`src/rtl/arcade_input_pkg.sv`:
```
// Shared definitions for arcade_input_mux: joystick bit layout, rotation and
// sequencer enums, PS/2 scancodes, keyboard key map and decode helpers.
// Optional feature macro used by the top: ARCADE_INPUT_AUTOFIRE_EN.
package arcade_input_pkg;

  // Joystick word layout (16 bits per player)
  localparam int unsigned JOY_W   = 16;
  localparam int unsigned JOY_R   = 0;
  localparam int unsigned JOY_L   = 1;
  localparam int unsigned JOY_D   = 2;
  localparam int unsigned JOY_U   = 3;
  localparam int unsigned JOY_BTN = 4;

  typedef enum logic [1:0] {
    ROT_0     = 2'd0,
    ROT_CW90  = 2'd1,
    ROT_180   = 2'd2,
    ROT_CCW90 = 2'd3
  } rot_e;

  typedef enum logic [2:0] {
    SEQ_IDLE,
    SEQ_COIN,
    SEQ_GAP,
    SEQ_START,
    SEQ_RELEASE
  } seq_state_e;

  // PS/2 set-2 scancodes, bit 8 = E0 extended prefix
  localparam logic [8:0] SC_UP     = 9'h075;
  localparam logic [8:0] SC_DOWN   = 9'h072;
  localparam logic [8:0] SC_LEFT   = 9'h06B;
  localparam logic [8:0] SC_RIGHT  = 9'h074;
  localparam logic [8:0] SC_CTRL   = 9'h014;
  localparam logic [8:0] SC_SPACE  = 9'h029;
  localparam logic [8:0] SC_ALT    = 9'h011;
  localparam logic [8:0] SC_LSHIFT = 9'h012;
  localparam logic [8:0] SC_F1     = 9'h005;
  localparam logic [8:0] SC_5      = 9'h02E;
  localparam logic [8:0] SC_R      = 9'h02D;
  localparam logic [8:0] SC_F      = 9'h02B;
  localparam logic [8:0] SC_D      = 9'h023;
  localparam logic [8:0] SC_G      = 9'h034;
  localparam logic [8:0] SC_A      = 9'h01C;
  localparam logic [8:0] SC_S      = 9'h01B;
  localparam logic [8:0] SC_Q      = 9'h015;
  localparam logic [8:0] SC_F2     = 9'h006;
  localparam logic [8:0] SC_6      = 9'h036;

  // One held-state register per mapped key
  localparam int unsigned K_UP     = 0;
  localparam int unsigned K_DOWN   = 1;
  localparam int unsigned K_LEFT   = 2;
  localparam int unsigned K_RIGHT  = 3;
  localparam int unsigned K_CTRL   = 4;
  localparam int unsigned K_SPACE  = 5;
  localparam int unsigned K_ALT    = 6;
  localparam int unsigned K_LSHIFT = 7;
  localparam int unsigned K_F1     = 8;
  localparam int unsigned K_5      = 9;
  localparam int unsigned K_R      = 10;
  localparam int unsigned K_F      = 11;
  localparam int unsigned K_D      = 12;
  localparam int unsigned K_G      = 13;
  localparam int unsigned K_A      = 14;
  localparam int unsigned K_S      = 15;
  localparam int unsigned K_Q      = 16;
  localparam int unsigned K_F2     = 17;
  localparam int unsigned K_6      = 18;
  localparam int unsigned NKEYS    = 19;

  localparam int unsigned KB_BTNS = 3;

  // Keyboard contribution for one player
  typedef struct packed {
    logic [3:0]         dir;   // {U,D,L,R}
    logic [KB_BTNS-1:0] btn;
    logic               start;
    logic               coin;
  } kb_ctrl_t;

  // One-hot-ish match of a scancode against the key map; arrows ignore E0
  function automatic logic [NKEYS-1:0] kb_decode(input logic [8:0] code);
    logic [NKEYS-1:0] hit;
    hit           = '0;
    hit[K_UP]     = (code[7:0] == SC_UP[7:0]);
    hit[K_DOWN]   = (code[7:0] == SC_DOWN[7:0]);
    hit[K_LEFT]   = (code[7:0] == SC_LEFT[7:0]);
    hit[K_RIGHT]  = (code[7:0] == SC_RIGHT[7:0]);
    hit[K_CTRL]   = (code == SC_CTRL);
    hit[K_SPACE]  = (code == SC_SPACE);
    hit[K_ALT]    = (code == SC_ALT);
    hit[K_LSHIFT] = (code == SC_LSHIFT);
    hit[K_F1]     = (code == SC_F1);
    hit[K_5]      = (code == SC_5);
    hit[K_R]      = (code == SC_R);
    hit[K_F]      = (code == SC_F);
    hit[K_D]      = (code == SC_D);
    hit[K_G]      = (code == SC_G);
    hit[K_A]      = (code == SC_A);
    hit[K_S]      = (code == SC_S);
    hit[K_Q]      = (code == SC_Q);
    hit[K_F2]     = (code == SC_F2);
    hit[K_6]      = (code == SC_6);
    return hit;
  endfunction

  function automatic kb_ctrl_t kb_player(input logic [NKEYS-1:0] k, input logic p1);
    kb_ctrl_t c;
    if (p1) begin
      c.dir   = {k[K_R], k[K_F], k[K_D], k[K_G]};
      c.btn   = {k[K_Q], k[K_S], k[K_A]};
      c.start = k[K_F2];
      c.coin  = k[K_6];
    end else begin
      c.dir   = {k[K_UP], k[K_DOWN], k[K_LEFT], k[K_RIGHT]};
      c.btn   = {k[K_LSHIFT], k[K_ALT], k[K_CTRL] | k[K_SPACE]};
      c.start = k[K_F1];
      c.coin  = k[K_5];
    end
    return c;
  endfunction

  // d and result are {U,D,L,R}
  function automatic logic [3:0] rotate_dir(input logic [3:0] d, input rot_e r);
    case (r)
      ROT_CW90:  return {d[1], d[0], d[2], d[3]};
      ROT_180:   return {d[2], d[3], d[0], d[1]};
      ROT_CCW90: return {d[0], d[1], d[3], d[2]};
      default:   return d;
    endcase
  endfunction

endpackage

```
`src/rtl/arcade_coin_seq.sv`:
```
// Per-player coin/start sequencer: turns coin/start presses into timed
// pulses, optionally a coin pulse followed by a start pulse.
// Ports: clk, rst_n (async active-low), coin_auto, raw_coin, raw_start in;
//        coin, start registered pulse outputs.
module arcade_coin_seq
  import arcade_input_pkg::*;
#(
  parameter int unsigned COIN_PULSE = 2457600
) (
  input  logic clk,
  input  logic rst_n,
  input  logic coin_auto,
  input  logic raw_coin,
  input  logic raw_start,
  output logic coin,
  output logic start
);

  localparam int unsigned   CW   = $clog2(COIN_PULSE + 1);
  localparam logic [CW-1:0] LOAD = CW'(COIN_PULSE - 1);

  seq_state_e    state, state_d;
  logic [CW-1:0] cnt, cnt_d;
  logic          auto_q, auto_d;
  logic          coin_q, start_q;
  logic          coin_d, start_d;
  logic          coin_rise, start_rise, last;

  // State, counter, edge and output registers
  always_ff @(posedge clk or negedge rst_n) begin
    if (!rst_n) begin
      state   <= SEQ_IDLE;
      cnt     <= '0;
      auto_q  <= 1'b0;
      coin_q  <= 1'b0;
      start_q <= 1'b0;
      coin    <= 1'b0;
      start   <= 1'b0;
    end else begin
      state   <= state_d;
      cnt     <= cnt_d;
      auto_q  <= auto_d;
      coin_q  <= raw_coin;
      start_q <= raw_start;
      coin    <= coin_d;
      start   <= start_d;
    end
  end

  // Next state and next outputs; each timed phase lasts COIN_PULSE cycles
  always_comb begin
    state_d    = state;
    cnt_d      = cnt;
    auto_d     = auto_q;
    coin_d     = 1'b0;
    start_d    = 1'b0;
    coin_rise  = raw_coin & ~coin_q;
    start_rise = raw_start & ~start_q;
    last       = (cnt == '0);
    case (state)
      SEQ_IDLE: begin
        if (coin_rise) begin
          state_d = SEQ_COIN;
          cnt_d   = LOAD;
          auto_d  = coin_auto & start_rise;
          coin_d  = 1'b1;
        end else if (start_rise && coin_auto) begin
          state_d = SEQ_COIN;
          cnt_d   = LOAD;
          auto_d  = 1'b1;
          coin_d  = 1'b1;
        end else begin
          start_d = raw_start & ~coin_auto;
        end
      end
      SEQ_COIN: begin
        if (last) begin
          state_d = auto_q ? SEQ_GAP : SEQ_RELEASE;
          cnt_d   = LOAD;
        end else begin
          cnt_d  = cnt - CW'(1);
          coin_d = 1'b1;
        end
      end
      SEQ_GAP: begin
        if (last) begin
          state_d = SEQ_START;
          cnt_d   = LOAD;
          start_d = 1'b1;
        end else begin
          cnt_d = cnt - CW'(1);
        end
      end
      SEQ_START: begin
        if (last) begin
          state_d = SEQ_RELEASE;
          auto_d  = 1'b0;
        end else begin
          cnt_d   = cnt - CW'(1);
          start_d = 1'b1;
        end
      end
      SEQ_RELEASE: begin
        if (!raw_coin && !raw_start) state_d = SEQ_IDLE;
      end
      default: state_d = SEQ_IDLE;
    endcase
  end

endmodule

```
`src/rtl/arcade_input_mux.sv`:
```
// Merges PS/2 keyboard and MiSTer joysticks into per-player arcade controls
// with direction rotation and timed coin/start sequencing.
// Ports: clk_sys, I_RESETn (async active-low), ps2_key, joy_in (16b/player),
//        merge, rotate, coin_auto in; o_dir {U,D,L,R}, o_btn, o_start, o_coin
//        registered active-high outputs.
// Optional: ARCADE_INPUT_AUTOFIRE_EN adds the autofire input and divider.
module arcade_input_mux
  import arcade_input_pkg::*;
#(
  parameter int unsigned PLAYERS      = 2,
  parameter int unsigned BUTTONS      = 3,
  parameter int unsigned COIN_PULSE   = 2457600,
  parameter int unsigned AUTOFIRE_DIV = 1228800
) (
  input  logic                       clk_sys,
  input  logic                       I_RESETn,
  input  logic [10:0]                ps2_key,
  input  logic [PLAYERS*JOY_W-1:0]   joy_in,
  input  logic                       merge,
  input  logic [1:0]                 rotate,
  input  logic                       coin_auto,
`ifdef ARCADE_INPUT_AUTOFIRE_EN
  input  logic [PLAYERS-1:0]         autofire,
`endif
  output logic [PLAYERS*4-1:0]       o_dir,
  output logic [PLAYERS*BUTTONS-1:0] o_btn,
  output logic [PLAYERS-1:0]         o_start,
  output logic [PLAYERS-1:0]         o_coin
);

  localparam int unsigned SEL_W   = JOY_BTN + BUTTONS + 2;
  localparam int unsigned J_START = JOY_BTN + BUTTONS;
  localparam int unsigned J_COIN  = JOY_BTN + BUTTONS + 1;

  logic             tog_q;
  logic [NKEYS-1:0] keys_q, key_hit;

  logic [SEL_W-1:0]   joy_or;
  logic [SEL_W-1:0]   joy_sel [PLAYERS];
  kb_ctrl_t           kb      [PLAYERS];
  logic [3:0]         raw_dir [PLAYERS];
  logic [BUTTONS-1:0] raw_btn [PLAYERS];
  logic [BUTTONS-1:0] btn_out [PLAYERS];
  logic [PLAYERS-1:0] raw_start, raw_coin;
  logic               unused_joy;

  always_comb key_hit = kb_decode(ps2_key[8:0]);

  // A toggle of ps2_key[10] marks a new key event
  always_ff @(posedge clk_sys or negedge I_RESETn) begin
    if (!I_RESETn) begin
      tog_q  <= 1'b0;
      keys_q <= '0;
    end else if (ps2_key[10] != tog_q) begin
      tog_q  <= ps2_key[10];
      keys_q <= (keys_q & ~key_hit) | (key_hit & {NKEYS{ps2_key[9]}});
    end
  end

  // Raw per-player controls: keyboard OR (own or merged) joystick
  always_comb begin
    unused_joy = ^joy_in;
    joy_or     = '0;
    for (int p = 0; p < PLAYERS; p++) joy_or |= joy_in[p*JOY_W +: SEL_W];
    for (int p = 0; p < PLAYERS; p++) begin
      joy_sel[p]   = merge ? joy_or : joy_in[p*JOY_W +: SEL_W];
      kb[p]        = (p < 2) ? kb_player(keys_q, p == 1) : '0;
      raw_dir[p]   = joy_sel[p][JOY_U:JOY_R] | kb[p].dir;
      raw_btn[p]   = joy_sel[p][JOY_BTN +: BUTTONS] | BUTTONS'(kb[p].btn);
      raw_start[p] = joy_sel[p][J_START] | kb[p].start;
      raw_coin[p]  = joy_sel[p][J_COIN] | kb[p].coin;
    end
  end

`ifdef ARCADE_INPUT_AUTOFIRE_EN
  localparam int unsigned AF_W = $clog2(AUTOFIRE_DIV + 1);

  logic [AF_W-1:0]    af_cnt;
  logic               af_low;
  logic [PLAYERS-1:0] btn0_held;

  always_comb begin
    for (int p = 0; p < PLAYERS; p++) begin
      btn0_held[p] = raw_btn[p][0];
      btn_out[p]   = raw_btn[p];
      if (autofire[p]) btn_out[p][0] = raw_btn[p][0] & ~af_low;
    end
  end

  // Shared divider, parked (high phase) while nobody holds button0
  always_ff @(posedge clk_sys or negedge I_RESETn) begin
    if (!I_RESETn) begin
      af_cnt <= '0;
      af_low <= 1'b0;
    end else if (btn0_held == '0) begin
      af_cnt <= '0;
      af_low <= 1'b0;
    end else if (af_cnt == AF_W'(AUTOFIRE_DIV - 1)) begin
      af_cnt <= '0;
      af_low <= ~af_low;
    end else begin
      af_cnt <= af_cnt + AF_W'(1);
    end
  end
`else
  localparam int unsigned af_div_unused = AUTOFIRE_DIV;

  always_comb begin
    for (int p = 0; p < PLAYERS; p++) btn_out[p] = raw_btn[p];
  end
`endif

  // Direction and button output registers; rotation applied on the way in
  always_ff @(posedge clk_sys or negedge I_RESETn) begin
    if (!I_RESETn) begin
      o_dir <= '0;
      o_btn <= '0;
    end else begin
      for (int p = 0; p < PLAYERS; p++) begin
        o_dir[p*4 +: 4]             <= rotate_dir(raw_dir[p], rot_e'(rotate));
        o_btn[p*BUTTONS +: BUTTONS] <= btn_out[p];
      end
    end
  end

  for (genvar p = 0; p < PLAYERS; p++) begin : g_seq
    arcade_coin_seq #(
      .COIN_PULSE(COIN_PULSE)
    ) u_seq (
      .clk       (clk_sys),
      .rst_n     (I_RESETn),
      .coin_auto (coin_auto),
      .raw_coin  (raw_coin[p]),
      .raw_start (raw_start[p]),
      .coin      (o_coin[p]),
      .start     (o_start[p])
    );
  end

endmodule

```
`config.mk`:
```
export PLATFORM = sky130hd
export DESIGN_NAME = arcade_input_mux
export DESIGN_NICKNAME = d
export VERILOG_FILES = /design/src/rtl/arcade_input_pkg.sv /design/src/rtl/arcade_coin_seq.sv /design/src/rtl/arcade_input_mux.sv
export SDC_FILE = /design/constraint.sdc
export NUM_CORES = 1
export LEC_CHECK = 0
export ABC_AREA = 1
export BUFFER_PORTS_ARGS = -buffer_cell sky130_fd_sc_hd__buf_2
export CAP_MARGIN = 20
export CORE_MARGIN = 1.5
export CORE_UTILIZATION = 60
export DETAILED_ROUTE_END_ITERATION = 10
export HOLD_SLACK_MARGIN = 0.03
export PLACE_DENSITY_LB_ADDON = 0.15
export SETUP_SLACK_MARGIN = 0.15
export SYNTH_ARGS = -nofsm -noshare
export SYNTH_HDL_FRONTEND = slang
export SYNTH_SLANG_ARGS = --single-unit
```
`constraint.sdc`:
```
create_clock -name clk_sys -period 3.1 [get_ports clk_sys]
set_input_delay 0.62 -clock clk_sys [delete_from_list [all_inputs] [get_ports clk_sys]]
set_output_delay 0.62 -clock clk_sys [all_outputs]
set_load 0.02 [all_outputs]
```
==> results of run 1 <==
==> critical path: stages, from the launching register on <==
cell and delay, ps:
sky130_fd_sc_hd__dfrtp_1 410, sky130_fd_sc_hd__inv_1 100, sky130_fd_sc_hd__ha_1 270, sky130_fd_sc_hd__nand2_2 140
sky130_fd_sc_hd__nor2_4 150, sky130_fd_sc_hd__nand4_4 170, sky130_fd_sc_hd__nand2_4 230, sky130_fd_sc_hd__inv_4 140
sky130_fd_sc_hd__nand3_4 230, sky130_fd_sc_hd__nand3_1 120
==> layout by cell type, fill, tap and decap left out, types with 3 or more instances in the layout <==
master / count
sky130_fd_sc_hd__inv_2: 4
sky130_fd_sc_hd__ha_1: 3
sky130_fd_sc_hd__nand2_1: 167
sky130_fd_sc_hd__buf_2: 51
sky130_fd_sc_hd__o2111ai_1: 6
sky130_fd_sc_hd__clkbuf_8: 11
sky130_fd_sc_hd__nor3_1: 5
sky130_fd_sc_hd__dfrtp_1: 94
sky130_fd_sc_hd__o211ai_1: 6
sky130_fd_sc_hd__nor4_1: 3
sky130_fd_sc_hd__nand3b_1: 9
sky130_fd_sc_hd__nor2_2: 14
sky130_fd_sc_hd__inv_1: 104
sky130_fd_sc_hd__a31oi_1: 7
sky130_fd_sc_hd__nand3_4: 3
sky130_fd_sc_hd__nand4_1: 18
sky130_fd_sc_hd__nand2_2: 17
sky130_fd_sc_hd__nand3_1: 60
sky130_fd_sc_hd__o21ai_1: 8
sky130_fd_sc_hd__nand2_4: 5
sky130_fd_sc_hd__nor2_1: 106
sky130_fd_sc_hd__o21ai_0: 46
sky130_fd_sc_hd__a21oi_1: 15
sky130_fd_sc_hd__nand3_2: 24
sky130_fd_sc_hd__nor2_4: 7
==> area by class of cell <==
cell class | count | area share [%]
clock buffer | 11 | 2.392
clock inverter | 5 | 1.008
timing repair buffer | 53 | 4.468
sequential | 94 | 37.17
inverter | 111 | 6.722
tap | 129 | 2.550
multi-input combinational | 547 | 45.69
==> layer usage <==
metal,track usage (%),up-vias,share of wire [%]
li1,-,2582,-
met1,33.66,2393,45
met2,42.87,131,48
met3,5.590,22,5.0
met4,8.547,0,2.0
met5,0,-,0
==> worst paths after layout <==
check                                 startpoint                     end  cells after the start
max in group asynchronous               I_RESETn   g_seq[1].u_seq.coin_q                      2
max reg2reg                g_seq[0].u_seq.cnt[0]  g_seq[0].u_seq.cnt[10]                      9
min                                     I_RESETn   g_seq[0].u_seq.cnt[6]                      1
max                        g_seq[0].u_seq.cnt[0]  g_seq[0].u_seq.cnt[10]                      9
min in group clk_sys                 ps2_key[10]                   tog_q                      1
min reg2reg                                 flop                o_btn[2]                      1
==> power by group through the flow <==
stage,sequential (W),combinational (W),clock [W]
final,0.00127,0.000198,0.000886
after global routing,0.00127,0.000222,0.000956
after CTS,0.00127,0.000199,0.000907
after detailed placement,0.00129,0.000199,0
after global placement,0.00129,0.000193,0
after floorplan,0.00131,0.0000876,0
==> per-stage QoR <==
step	power [W]	setup slack (ps)
finish	0.002350	994.6
global route	0.002449	797.9
CTS	0.002374	979.1
detailed placement	0.001490	825.3
global placement	0.001483	855.3
floorplan	0.001398	1366
==> kinds of logic after synthesis <==
kind of cell	share of synthesized area (%)
XOR/XNOR	0.3009
adder cells (fa/ha/maj)	0.6447
buffers and inverters	9.948
multiplexers	0.1719
AO/OA/AOI/OAI	9.648
flip-flops	40.40
AND/OR/NAND/NOR	38.89
==> impl_summary.txt, run 1 <==
----------------------------------------------------
[Synth]
  Most frequent cells after synthesis ... 167 x sky130_fd_sc_hd__nand2_1, 106 x sky130_fd_sc_hd__nor2_1, 104 x sky130_fd_sc_hd__inv_1
  Count of distinct cell types in the synthesized netlist ... 46
  Most used DFF post-synth ... sky130_fd_sc_hd__dfrtp_1
  Area share of the leading cell type in the synthesized netlist ... 40.40%
  Biggest area consumer among synthesized cells ... sky130_fd_sc_hd__dfrtp_1
  Share of the yosys chip area belonging to registers ... 40.40%
  Dominant cells by area after synthesis ... sky130_fd_sc_hd__dfrtp_1 40%, sky130_fd_sc_hd__nand2_1 11%, sky130_fd_sc_hd__nor2_1 6.8%, sky130_fd_sc_hd__inv_1 6.7%, sky130_fd_sc_hd__nand3_1 5.2%
  EDFF count, synth ... 0
  Synth warn ... 0
  Synthesized cell area ... 5823 um2
  Most frequent cell after synthesis ... sky130_fd_sc_hd__nand2_1
  Post-synthesis register bit count ... 94
  Per-instance average area after synthesis ... 7.582 um2
  Fraction of registers with async set/reset ... 100.0%
  Count of mapped cells out of synthesis ... 768
  Syn Nets ... 820

[Detailed routing]
  DRC violations left ... 0
  DRT Wirelength ... 12.35 mm
  Wirelength per Cell ... 13.00 um
  Drt first pass iters ... 5
  Drt first-iter violations ... 315
  Routed via count ... 5128
  Average via count per standard cell ... 5.398
  Post-route antenna net violation count ... 0

[Worst setup path]
  Type of the setup path with the least slack ... flop to flop
  Crit path required time ... 3350 ps
  Slack of the worst reg-to-reg path ... 990 ps
  CP max FO ... 22
  Capturing element type of the critical path ... flop
  CP Data Arrival Time ... 2360 ps
  Sort of element at the start of the critical path ... flop

[Placement]
  HPWL after detailed placement ... 9.267 mm
  Quantity of I/O buffers inserted on ports ... 52
  RD Place Congestion ... 0.9353
  Cell count after placement ... 934
  Placed instance area ... 6113 um2

[Global route]
  Overall track demand over capacity in global routing ... 25.80%
  First-pass GRT wire length ... 21.13 mm
  Maximum number of pins on one net before global-route repair ... 55
  Vias in the first global route ... 4761
  Sum of overflow across all layers after global routing ... 0
  Antenna violations before repair ... 0

[STA]
  Worst slew margin relative to its limit ... 63.67%
  Slew at the pin with the worst max-slew slack ... 544.9 ps
  Setup-failing EPs final ... 0
  Hold Fails Final Rpt ... 0
  Minimum clock period after layout ... 2105 ps
  Post-route fraction of the period consumed by the critical path ... 67.91%
  Unrepaired setup endpoints after global routing ... false
  Final count of pins violating max slew ... 0
  Worst Clk Skew ... 9.828 ps
  Final Hold Slack ... 225.1 ps
  Setup TNS ... 0 ps
  Highest achievable clock rate ... 475.0 MHz

[Clocking]
  Post-CTS Setup Bufs ... 0
  Register clock-pin slew on the reported worst setup and hold paths ... 100 ps
  Count of H-tree levels built during CTS ... 3
  Clock tree from TritonCTS ... yes
  Root cell of the clock tree ... sky130_fd_sc_hd__clkbuf_8
  Number of gates resized after cts ... 0
  Number of buffers added to fix hold violations after cts ... 0
  Total clock sinks ... 94
  CTS Buffer Depth ... 2
  Clock latency on the worst-skew pair ... 380 ps
  CTS buffer count ... 9

[Layout]
  Antenna Cells ... 0
  Share of layout cells above drive strength 1 ... 18.76%
  Area growth from synthesis to layout ... 8.681%
  Area used by multi-input combinational logic ... 2892 um2
  Nets ... 868
  Final Cell Area ... 6329 um2
  Number of filler cells placed in the layout ... 837
  Final core utilization ... 67.85%
  Combined flip-flop and latch cell area ... 2352 um2
  Post-route insts no fill ... 950

[Power and ir drop]
  Share of total power in combinational logic ... 8.4%
  Internal power ... 0.001744 W
  Clock power share ... 37.7%
  Static Leakage ... 3.010 nW
  Total power density per cell area ... 371.4 nW/um2
  Net switching power figure ... 0.0006064 W
  Switching fraction of total power ... 25.80%
  IR drop worst, VDD ... 275.0 uV
  Sequential share of power ... 53.9%

[Floorplan]
  Top Ports ... 67
  Initial cell density of the core ... 62.43%
  Total Die Area ... 10310 um2
  Standard-cell rows ... 35
  Floorplan die width ... 101.5 um
  Die Y-Extent ... 101.5 um
  Core ar. ... 9328 um2

[Outcome]
  Outcome ... completed

[Worst hold path]
  Path class of the lowest-slack min-delay path ... input pin to asynchronous set/reset pin

[Run]
  Max Cap Viol ... 0

----------------------------------------------------
(Power assumes the default switching activity.)
==> inputs of run 2 (changes only) <==
--- a/config.mk
+++ b/config.mk
@@ -9,7 +9,7 @@
 export BUFFER_PORTS_ARGS = -buffer_cell sky130_fd_sc_hd__buf_2
 export CAP_MARGIN = 20
 export CORE_MARGIN = 1.5
-export CORE_UTILIZATION = 60
+export CORE_UTILIZATION = 59
 export DETAILED_ROUTE_END_ITERATION = 10
 export HOLD_SLACK_MARGIN = 0.03
 export PLACE_DENSITY_LB_ADDON = 0.15
==> constraint.sdc (replaced) <==
create_clock -name clk_sys -period 2 [get_ports clk_sys]
set_input_delay 0.4 -clock clk_sys [delete_from_list [all_inputs] [get_ports clk_sys]]
set_output_delay 0.4 -clock clk_sys [all_outputs]
set_load 0.02 [all_outputs]
==> impl_summary.txt, run 2 (synthesis gave the netlist of run 1 again) <==
----------------------------------------------------
[Worst setup path]
  Capturing element type of the critical path ... flop
  Slack of the worst reg-to-reg path ... 210 ps (-790 ps)
  R2R Path Start ... g_seq[1].u_seq.cnt[15]
  Crit path required time ... 2250 ps (-1100 ps)
  Reg2reg end ... g_seq[1].u_seq.cnt[11]
  Sort of element at the start of the critical path ... flop
  CP Data Arrival Time ... 2050 ps (-310 ps)
  Launch point of the worst path ... g_seq[1].u_seq.cnt[15]
  CP Capture Point ... g_seq[1].u_seq.cnt[11]
  Length in cells of the worst reg-to-reg path ... 11 (+2)
  CP max FO ... 11 (-50%)
  Type of the setup path with the least slack ... flop to flop

[Layout]
  Most frequent cells in the layout ... 166 x sky130_fd_sc_hd__nand2_1, 102 x sky130_fd_sc_hd__inv_1, 102 x sky130_fd_sc_hd__nor2_1
  Nets ... 885 (+2.0%)
  Final core utilization ... 67.87% (about the same)
  Leading cell type in the layout, fill and taps excluded ... sky130_fd_sc_hd__nand2_1
  Share of layout cells above drive strength 1 ... 21.48% (+2.7 points)
  Antenna Cells ... 0 (unchanged)
  Area growth from synthesis to layout ... 12.87%

[Detailed routing]
  Drt first-iter violations ... 272 (-14%)
  Drt first pass iters ... 7 (+2)
  DRC violations left ... 0 (unchanged)
  Post-route antenna net violation count ... 0 (unchanged)
  DRT Wirelength ... 13.02 mm (+5.4%)
  Routed via count ... 5216 (+1.7%)
  Wirelength per Cell ... 13.41 um (+3.1%)
  Average via count per standard cell ... 5.372 (-0.48%)

[STA]
  Final count of pins violating max slew ... 0 (unchanged)
  Hold Fails Final Rpt ... 0 (unchanged)
  Unrepaired setup endpoints after global routing ... true
  Highest achievable clock rate ... 557.1 MHz (+17%)
  Post-route fraction of the period consumed by the critical path ... 89.75% (+22 points)
  Setup TNS ... 0 ps (unchanged)
  Final Hold Slack ... 161.6 ps (-63.55 ps)
  Worst Clk Skew ... 6.506 ps (-3.321 ps)
  Minimum clock period after layout ... 1795 ps (-310.4 ps)
  Slew at the pin with the worst max-slew slack ... 499.0 ps (-45.86 ps)
  Worst slew margin relative to its limit ... 66.73% (+3.1 points)
  Setup-failing EPs final ... 0 (unchanged)

[Clocking]
  Root cell of the clock tree ... sky130_fd_sc_hd__clkbuf_8
  Register clock-pin slew on the reported worst setup and hold paths ... 100 ps (about the same)
  CTS Buffer Depth ... 2 (unchanged)
  Count of H-tree levels built during CTS ... 3 (unchanged)
  Clock latency on the worst-skew pair ... 360 ps (-20 ps)
  Total clock sinks ... 94 (unchanged)
  Clock tree from TritonCTS ... yes
  CTS buffer count ... 9 (unchanged)

[Floorplan]
  Die Y-Extent ... 102.3 um (+0.82%)
  Top Ports ... 67 (unchanged)
  Initial cell density of the core ... 60.13% (-2.3 points)
  Total Die Area ... 10470 um2 (+1.6%)
  Core ar. ... 9684 um2 (+3.8%)
  Standard-cell rows ... 36 (+2.9%)
  Floorplan die width ... 102.3 um (+0.82%)

[Placement]
  HPWL after detailed placement ... 9.575 mm (+3.3%)
  Quantity of I/O buffers inserted on ports ... 52 (unchanged)
  RD Place Congestion ... 0.9122 (-2.5%)

[Power and ir drop]
  Total power of the final layout ... 0.003951 W (+68%)
  Static Leakage ... 3.115 nW (+3.5%)
  IR drop worst, VDD ... 395.4 uV (+44%)
  Total power density per cell area ... 601.1 nW/um2 (+62%)

[Run]
  Max Cap Viol ... 0 (unchanged)

[Global route]
  First-pass GRT wire length ... 21.67 mm (+2.6%)
  Vias in the first global route ... 4943 (+3.8%)
  Sum of overflow across all layers after global routing ... 0 (unchanged)
  Overall track demand over capacity in global routing ... 26.05% (+0.24 points)
  Antenna violations before repair ... 0 (unchanged)
  Maximum number of pins on one net before global-route repair ... 36 (-35%)

[Worst hold path]
  Path class of the lowest-slack min-delay path ... input pin to flop

[Outcome]
  Outcome ... completed

----------------------------------------------------
-- run 2: changes by cell type in the layout (fill, tap and decap cells not counted), moves of 3 or more --
cell,delta
sky130_fd_sc_hd__bufinv_16,+3
sky130_fd_sc_hd__nor2_1,-4
sky130_fd_sc_hd__buf_4,+14
sky130_fd_sc_hd__nor2_4,+3
-- run 2: routing by layer --
layer	share of wire (%)	GRT usage [%]	vias up
li1	-	-	2626
met1	45	34.31	2417
met2	48	42.84	146
met3	4.9	4.309	27
met4	2.1	10.64	0
met5	0	0	-
-- run 2: area by class of cell --
type | instances | area [um2]
Clock buffer | 9 | 123.9
Clock inverter | 7 | 145.1
Fill cell | 827 | 3112
Inverter | 111 | 425.4
Multi-Input combinational cell | 548 | 2939
Sequential cell | 94 | 2355
Tap cell | 133 | 166.4
Timing Repair Buffer | 69 | 417.9
-- run 2: what timing repair did --
action | CTS | global route
endpoints found under the hold margin | 32 | 0
setup buffers | 0 | 3
hold buffers | 1 | 0
setup endpoints to repair | 0 | 31
resized for setup | 0 | 14
-- run 2: worst max-delay path, cell delays in order (launching register included) --
cell and delay, ps:
sky130_fd_sc_hd__dfrtp_1 420, sky130_fd_sc_hd__nor2_1 150, sky130_fd_sc_hd__nand2_1 120, sky130_fd_sc_hd__nor2_4 160, sky130_fd_sc_hd__nand3_2 140, sky130_fd_sc_hd__nor2_4 180
sky130_fd_sc_hd__nor2_8 60, sky130_fd_sc_hd__buf_4 170, sky130_fd_sc_hd__nand2_1 100, sky130_fd_sc_hd__nand2_1 60, sky130_fd_sc_hd__nand2_1 60, sky130_fd_sc_hd__nand2_1 60
-- run 2: metrics by stage --
stage / setup slack, ps / instance area [um2] / instances
5_1_grt: 85.25 / 6573 / 971
2_1_floorplan: 316.4 / 5823 / 768
4_1_cts: 164.7 / 6500 / 967
6_report: 205.1 / 6573 / 971
3_3_place_gp: 212.4 / 6221 / 950
3_5_place_dp: 182.5 / 6221 / 950
-- run 2: worst min path at each step --
stage | from | cells after the start | to
6_report | ps2_key[10] | 1 | tog_q
3_5_place_dp | I_RESETn | 1 | g_seq[1].u_seq.cnt[9]
4_1_cts | ps2_key[10] | 1 | tog_q
3_3_place_gp | I_RESETn | 1 | g_seq[1].u_seq.cnt[9]
5_1_grt | ps2_key[10] | 1 | tog_q
2_1_floorplan | I_RESETn | 0 | asynchronous set/reset pin
-- run 2: where the power goes --
part / switching (W) / leakage (nW) / internal, W
Sequential: 0.0000174 / 1.04 / 0.00195
Combinational: 0.000214 / 1.94 / 0.000105
Clock: 0.000704 / 0.130 / 0.000963
Total: 0.000936 / 3.12 / 0.00301
